[src/rtl/aes_key_sched_ctrl_if.sv]
// Bundle of the AES-128 key-schedule controller signals.
//   ld, kld, wk, rnd        : expansion start / datapath sequencing
//   busy, done, keys_vld    : status
//   rd_en, rd_idx, rd_key,
//   rd_vld                  : random-access round-key read port
// slave  : the controller side
// master : the side that starts expansions, supplies wk and reads keys
interface aes_key_sched_ctrl_if;
   logic         ld;
   logic         kld;
   logic [127:0] wk;
   logic [3:0]   rnd;
   logic         busy;
   logic         done;
   logic         keys_vld;
   logic         rd_en;
   logic [3:0]   rd_idx;
   logic [127:0] rd_key;
   logic         rd_vld;

   modport slave (
      input  ld, wk, rd_en, rd_idx,
      output kld, rnd, busy, done, keys_vld, rd_key, rd_vld
   );

   modport master (
      output ld, wk, rd_en, rd_idx,
      input  kld, rnd, busy, done, keys_vld, rd_key, rd_vld
   );
endinterface

[src/rtl/aes_key_sched_ctrl.sv]
// AES-128 key-expansion sequencing controller.
// Issues a one-cycle kld to the rcon generator / expansion datapath, tracks
// the round index, captures rk0..rk10 into a key cache and serves them back
// through a 1-cycle-latency random-access read port.
//
// Ports:
//   clk  : system clock, rising edge
//   rst  : asynchronous reset, active low
//   bus  : aes_key_sched_ctrl_if.slave (ld, kld, wk, rnd, busy, done,
//          keys_vld, rd_en, rd_idx, rd_key, rd_vld)
//
// state | meaning
// ------+--------------------------------------------------------------
// IDLE  | waiting for ld
// LOAD  | kld high for one cycle, keys_vld cleared, cnt = 0
// EXP   | cache[cnt] <= wk each cycle, cnt 0..10
// DONE  | done pulse; ld here restarts directly into LOAD
module aes_key_sched_ctrl (
   input  logic                clk,
   input  logic                rst,
   aes_key_sched_ctrl_if.slave bus
);

   typedef enum logic [1:0] {IDLE, LOAD, EXP, DONE} state_t;

   localparam logic [3:0] LAST_RND = 4'd10;

   state_t       state;
   logic [3:0]   cnt;
   logic         kld_q;
   logic         busy_q;
   logic         done_q;
   logic         keys_vld_q;
   logic [127:0] rd_key_q;
   logic         rd_vld_q;
   logic [127:0] cache [11];

   always_ff @(posedge clk or negedge rst) begin
      if (!rst) begin
         state      <= IDLE;
         cnt        <= 4'd0;
         kld_q      <= 1'b0;
         busy_q     <= 1'b0;
         done_q     <= 1'b0;
         keys_vld_q <= 1'b0;
      end else begin
         case (state)
            IDLE: begin
               if (bus.ld) begin
                  state      <= LOAD;
                  cnt        <= 4'd0;
                  kld_q      <= 1'b1;
                  busy_q     <= 1'b1;
                  keys_vld_q <= 1'b0;
               end
            end
            LOAD: begin
               state <= EXP;
               kld_q <= 1'b0;
            end
            EXP: begin
               // cnt stops at 10 and is held there, so rnd keeps showing 10
               // until the next LOAD.
               if (cnt == LAST_RND) begin
                  state      <= DONE;
                  busy_q     <= 1'b0;
                  done_q     <= 1'b1;
                  keys_vld_q <= 1'b1;
               end else begin
                  cnt <= cnt + 4'd1;
               end
            end
            DONE: begin
               done_q <= 1'b0;
               if (bus.ld) begin
                  state      <= LOAD;
                  cnt        <= 4'd0;
                  kld_q      <= 1'b1;
                  busy_q     <= 1'b1;
                  keys_vld_q <= 1'b0;
               end else begin
                  state <= IDLE;
               end
            end
            default: state <= IDLE;
         endcase
      end
   end

   // Cache is deliberately not reset; keys_vld gates every read.
   always_ff @(posedge clk) begin
      if (state == EXP) begin
         cache[cnt] <= bus.wk;
      end
   end

   always_ff @(posedge clk or negedge rst) begin
      if (!rst) begin
         rd_key_q <= '0;
         rd_vld_q <= 1'b0;
      end else if (bus.rd_en && keys_vld_q && (bus.rd_idx <= LAST_RND)) begin
         rd_key_q <= cache[bus.rd_idx];
         rd_vld_q <= 1'b1;
      end else begin
         rd_key_q <= '0;
         rd_vld_q <= 1'b0;
      end
   end

   assign bus.kld      = kld_q;
   assign bus.rnd      = cnt;
   assign bus.busy     = busy_q;
   assign bus.done     = done_q;
   assign bus.keys_vld = keys_vld_q;
   assign bus.rd_key   = rd_key_q;
   assign bus.rd_vld   = rd_vld_q;

endmodule

[src/flat_wrapper.sv]
// flat-port wrapper written by rule: the top's interface ports become plain ports
module aes_key_sched_ctrl_flat 
  (clk, rst, bus_ld, bus_wk, bus_rd_en, bus_rd_idx, bus_kld, bus_rnd, bus_busy, bus_done, bus_keys_vld, bus_rd_key, bus_rd_vld);
  aes_key_sched_ctrl_if bus_i ();
  input  logic clk;
  input  logic rst;
  input wire logic [$bits(bus_i.ld)-1:0] bus_ld;
  input wire logic [$bits(bus_i.wk)-1:0] bus_wk;
  input wire logic [$bits(bus_i.rd_en)-1:0] bus_rd_en;
  input wire logic [$bits(bus_i.rd_idx)-1:0] bus_rd_idx;
  output wire logic [$bits(bus_i.kld)-1:0] bus_kld;
  output wire logic [$bits(bus_i.rnd)-1:0] bus_rnd;
  output wire logic [$bits(bus_i.busy)-1:0] bus_busy;
  output wire logic [$bits(bus_i.done)-1:0] bus_done;
  output wire logic [$bits(bus_i.keys_vld)-1:0] bus_keys_vld;
  output wire logic [$bits(bus_i.rd_key)-1:0] bus_rd_key;
  output wire logic [$bits(bus_i.rd_vld)-1:0] bus_rd_vld;
  assign bus_i.ld = bus_ld;
  assign bus_i.wk = bus_wk;
  assign bus_i.rd_en = bus_rd_en;
  assign bus_i.rd_idx = bus_rd_idx;
  assign bus_kld = bus_i.kld;
  assign bus_rnd = bus_i.rnd;
  assign bus_busy = bus_i.busy;
  assign bus_done = bus_i.done;
  assign bus_keys_vld = bus_i.keys_vld;
  assign bus_rd_key = bus_i.rd_key;
  assign bus_rd_vld = bus_i.rd_vld;
  aes_key_sched_ctrl u_core (.clk(clk), .rst(rst), .bus(bus_i));
endmodule
[config.mk]
export PLATFORM = sky130hd
export DESIGN_NAME = aes_key_sched_ctrl_flat
export DESIGN_NICKNAME = d
export VERILOG_FILES = /design/src/rtl/aes_key_sched_ctrl_if.sv /design/src/rtl/aes_key_sched_ctrl.sv /design/src/flat_wrapper.sv
export SDC_FILE = /design/constraint.sdc
export NUM_CORES = 1
export LEC_CHECK = 0
export ABC_AREA = 0
export CAP_MARGIN = 30
export CORE_ASPECT_RATIO = 0.75
export CORE_UTILIZATION = 30
export DETAILED_ROUTE_END_ITERATION = 10
export PLACE_DENSITY = 0.46
export SLEW_MARGIN = 20
export SYNTH_ARGS = -nofsm -noshare
export SYNTH_HDL_FRONTEND = slang
export SYNTH_SLANG_ARGS = --single-unit
export TNS_END_PERCENT = 20
[constraint.sdc]
create_clock -name clk -period 13.5 [get_ports clk]
set_input_delay 2.025 -clock clk [delete_from_list [all_inputs] [get_ports clk]]
set_output_delay 2.025 -clock clk [all_outputs]
set_load 0.05 [all_outputs]
======== Word level (Yosys, flattened, before mapping) ========
Memories as Yosys holds them, arrays and structs flattened.
Cells that the tools add are included.
storage, ports and cells
  register bits ........................... 139
  memory bits (writable) .................. 1408
  input bits .............................. 136
  output and inout port bits .............. 137
  memories kept ........................... 1
memory list
  name          depth  width  rd ports  clocked after memory_dff  write ports  line                      source
  u_core.cache  11     128    1         0                         1            aes_key_sched_ctrl.sv:36  logic [127:0] cache [11];
cells by class
  add/sub/neg operators ................... 1
  order comparisons ....................... 1
  equal/unequal tests ..................... 8
  muxes and demuxes ....................... 19
  reductions and logical operators ........ 12
operators by type and width
  operator             count
  $mux 128             1
  $mux 1               8
  $mux 4               2
  $pmux 1 s2           4
  $pmux 2 s4           1
  $pmux 4 s2           1
  $reduce_and 2->1     3
  $reduce_and 3->1     2
  $reduce_bool 2->1    3
  $add 4x1->4 const B  1
  $eq 2x2->1 const B   2
  $eq 4x4->1 const B   1
  $le 4x4->1 const B   1
  $mux 2               2
  $ne 2x1->1 const B   2
  $ne 2x2->1 const B   2
  $eq 2x1->1 const B   1
  $logic_and 1x1->1    2
  $logic_not 2->1      1
  $reduce_or 2->1      1

======== Logic depth before layout (Yosys ltp) ========
  depth after elaboration ................. 4
  mapped depth ............................ 8
  mapped depth without buffers ............ 5

======== Worst setup path before layout ========
No wires, ideal clock.
  path type ............................... reg2reg
  from .................................... register u_core.state[0]
  to ...................................... memory u_core.cache[2][0], enable pin
  setup time .............................. 0.798 ns
  arrival time ............................ 10.296 ns
  slack ................................... 2.406 ns
  cell stages (with the launch flop) ...... 6
  path buffers ............................ 1
  cells stage by stage .................... dfrtp_1 inv_1 ha_1 clkbuf_1 nand2b_1 nor3b_1
between the ends
  word-level cells in the longest chain between the ends .. 3
RTL lines
  element                       line                      source
  start, declared               aes_key_sched_ctrl.sv:28  state_t state;
  start signal, assigned        aes_key_sched_ctrl.sv:40  state <= IDLE;
  start signal, assigned        aes_key_sched_ctrl.sv:50  state <= LOAD;
  start signal, assigned        aes_key_sched_ctrl.sv:58  state <= EXP;
  $eq 2x2->1                    aes_key_sched_ctrl.sv:92  if (state == EXP) begin
  $mux 1                        aes_key_sched_ctrl.sv:92
  $mux 1 (not written as such)  aes_key_sched_ctrl.sv:93  cache[cnt] <= bus.wk;
  end, declared                 aes_key_sched_ctrl.sv:36
Every way passes these cells.

======== Worst setup path in the final report ========
  from .................................... input bus_rd_idx[0]
  to ...................................... register u_core.rd_key_q[73], in the netlist u_core.bus.rd_key[73]
between the ends
  word-level cells in the longest chain between the ends .. 3
  elaborated cells on any way between the ends .. 4
RTL lines
  element               line                       source
  start, declared       flat_wrapper.sv:10         input wire logic [$bits(bus_i.rd_idx)-1:0] bus_rd_idx;
  $le 4x4->1            aes_key_sched_ctrl.sv:101  end else if (bus.rd_en && keys_vld_q && (bus.rd_idx <= LAST_RND)) begin
  $logic_and 1x1->1     aes_key_sched_ctrl.sv:101
  $mux 128 *            aes_key_sched_ctrl.sv:101
  end signal, assigned  aes_key_sched_ctrl.sv:102  rd_key_q <= cache[bus.rd_idx];
  end, declared         aes_key_sched_ctrl.sv:34   logic [127:0] rd_key_q;
Every way passes the cells marked *; elsewhere a longest branch is shown, timed or not.
A chain may end at the register's enable or synchronous reset.

==> results.yml <==
power_and_ir_drop:
  p_seq_share_pct: 49.9
  ir_worst_vdd_v: 0.000112
  p_sw_mw: 2.94
  p_int_mw: 8.57
  cellPowerDensity_nw_per_um2: 163
  power_frac_clock_pct: 38.3
  p_leak_nw: 23.3
  combPwrFrac_pct: 11.9
  p_sw_share_pct: 25.5
clock_tree:
  cts_inserted_buffers: 164
  clock_latency_ns: 0.80
  cts-resized-gates: 0
  clock_path_buffers: 3
  htreeDepth: 4
  hold_buffers: 0
  path_clk_slew_ns: 0.06
  cts.sinks: 1547
  cts-root-buf: "clkbuf_16"
  post_cts_buffers: 0
  cts_tree: "yes"
routing:
  drtIter0Drc: 1687
  vias_per_cell: 4.77
  drtPass1Iterations: 5
  ant_nets: 0
  routedWlPerCell_um: 25.9
  routed_wl_mm: 154
  drcViolationCount: 0
  vias: 28303
setup_path:
  r2r_end: "u_core.cache[10][70]"
  reg2regPathDepth: 5
  r2r_setup_slack_ns: 9.64
  worstSetupPathType: "input pin to flip-flop"
  worstPathArrival_ns: 5.43
  startpoint_type: "input pin"
  required_ns: 14.08
  crit_path_max_incr_delay_ns: 0.69
  cp_common_cell: "buf_4"
  r2r_start: "u_core.state[0]"
  end_kind: "flip-flop"
  cpMaxStageDelayCell: "buf_4"
  worstPathCellList: "buf_8 -> buf_12 -> buf_4 -> buf_4 -> mux2_2 -> a221oi_2 -> a221oi_1"
  path_max_fanout: 109
global_route:
  grt_pass1_wl_mm: 222
  use_met1_pct: 20.7
  overflow: 0
  top_usage_layer: "met2"
  use_met2_pct: 25.0
  antenna_found_initial: 25
  grt_util_all_layers_pct: 15.2
  grtUsageMet3_pct: 3.15
  grt_max_degree: 128
  grt_pass1_vias: 29992
synth:
  synth_mux_area_share_pct: 14.8
  synth.distinct_cells: 39
  synth_seq_area_share_pct: 76.5
  synthAdderAreaFrac_pct: 0.209
  synth_cells: 2817
  yosys_warnings: 0
  postSynthAreaPerCell_um2: 21.2
  synth_top_family_by_area: "multiplexers"
  synth-seq-cells: 1547
  synth-compound-area-share_pct: 5.02
  synth_xor_area_share_pct: 0
  synth_edf_count: 1408
  async_flop_share_pct: 8.99
  synth_ff_type: "edfxtp_1"
  syn-num-nets: 2963
  synth-simple-area-share_pct: 1.64
  synth_area_um2: 59800
run_status:
  status: "finished, final reports clean"
timing:
  finalHoldViolCount: 0
  min_period_over_period_pct: 35.9
  rsz0062_at_grt: "no"
  worst_pin_slew_ns: 1.08
  setup_violations: 0
  fmax_mhz: 206
  period_needed_ns: 4.85
  slew_viol_final: 0
  slew_headroom_pct: 27.9
  tns_ns: 0
  clock_skew_ns: 0.0217
final_layout:
  nets: 3291
  fillers: 18379
  final_cell_mix: "edfxtp_1, clkdlybuf4s50_1, mux2_2, clkbuf_16, a221oi_1"
  drive_gt1_share_pct: 27.0
  finalInstanceArea_um2: 70800
  mostFrequentLayoutCell: "edfxtp_1"
  stdcell_count: 5936
  area_growth_pct: 18.3
place:
  placed_cells: 5622
  place_area_um2: 65500
  gp_congestion: 0.670
  dp_hpwl_mm: 77.4
  port_buffers: 272
die:
  initial_core_util_pct: 30.3
  die_h_um: 389
  fp.dieW_um: 518
  io_pins: 273
  num_rows: 141
  die_area_um2: 201000
  core-area_um2: 198000
hold_path:
  min-delay-start: "u_core.bus.done"
  whs_endpoint: "u_core.bus.done"
  holdCritPathClass: "flip-flop to flip-flop"
  whs_path_depth: 2
run:
  max-cap-violations: 0
-- cells in the mapped netlist, types with 10 or more instances --
cell | number | area [um2]
mux2i_1 | 128 | 1280
mux2_4 | 94 | 1410
edfxtp_1 | 1408 | 42300
a221oi_1 | 154 | 1350
clkbuf_1 | 47 | 176
mux2_2 | 256 | 2880
buf_2 | 66 | 330
dfrtp_1 | 139 | 3480
buf_6 | 24 | 270
nand2b_1 | 133 | 832
mux4_2 | 128 | 2880
buf_4 | 29 | 218
a221oi_2 | 102 | 1530
nor2_1 | 11 | 41.3
ha_1 | 10 | 125
mux2_1 | 36 | 405
-- worst max path at each step --
stage                          from                     to  slack, ns  cells past startpoint
CTS                   bus_rd_idx[0]  u_core.bus.rd_key[72]       8.59                      7
finish                bus_rd_idx[0]  u_core.bus.rd_key[73]       8.65                      7
floorplan           u_core.state[0]     u_core.cache[2][0]       2.41                      5
detailed placement    bus_rd_idx[0]  u_core.bus.rd_key[72]       7.74                      7
global route          bus_rd_idx[0]  u_core.bus.rd_key[72]       8.39                      7
global placement      bus_rd_idx[0]  u_core.bus.rd_key[72]       7.76                      7
-- metrics by stage --
| step | setup slack (ns) | utilization, % | hold WS [ns] | total power, mW |
|---|---|---|---|---|
| 2_1_floorplan | 2.41 | - | 0.556 | 6.67 |
| 3_3_place_gp | 7.76 | 33.1 | 0.517 | 7.24 |
| 3_5_place_dp | 7.74 | 33.1 | 0.526 | 7.24 |
| 4_1_cts | 8.59 | 35.8 | 0.539 | 11.7 |
| 5_1_grt | 8.39 | 35.8 | 0.565 | 11.9 |
| 6_report | 8.65 | 35.8 | 0.532 | 11.5 |
-- per-layer routing --
metal | vias up | part of all wire [%]
li1 | 12301 | -
met2 | 530 | 48
met5 | - | 0.099
met1 | 15242 | 46
met3 | 206 | 4.1
met4 | 24 | 1.7
-- state kept, by name, summed over array words and instances (netlist names), 2 cells and up --
name               count
u_core.bus.rd_key    128
u_core.cache        1408
u_core.bus.rnd         4
u_core.state           2
-- power by group through the flow --
stage	Clock [mW]	Combinational (mW)	Sequential [mW]
after floorplan	0	0.595	6.07
after global placement	0	1.40	5.84
after detailed placement	0	1.40	5.84
after CTS	4.54	1.40	5.75
after global routing	4.71	1.46	5.77
final	4.40	1.36	5.74
-- worst max-delay path: cells and delay by family --
family,cells,cell delay [ns]
AOI/OAI and AO/OA,2,0.35
buffers and inverters,4,2.48
muxes,1,0.41
-- area by class of cell --
type | instances | area [um2] | area share, %
clock inverters | 79 | 709 | 1.00
well taps | 2645 | 3310 | 4.67
clock buffers | 230 | 4520 | 6.39
inverters | 9 | 33.8 | 0.0477
flip-flops and latches | 1547 | 45800 | 64.6
repair buffers | 337 | 3400 | 4.80
diodes | 3 | 7.51 | 0.0106
multi-input cells | 1086 | 13100 | 18.4
-- logic make-up after synthesis --
group / after synthesis
buf+inv: 184
mux: 642
simple gates: 161
compound gates: 273
fa+ha+maj: 10
flops: 1547
Power figures use the tool's default switching activity.
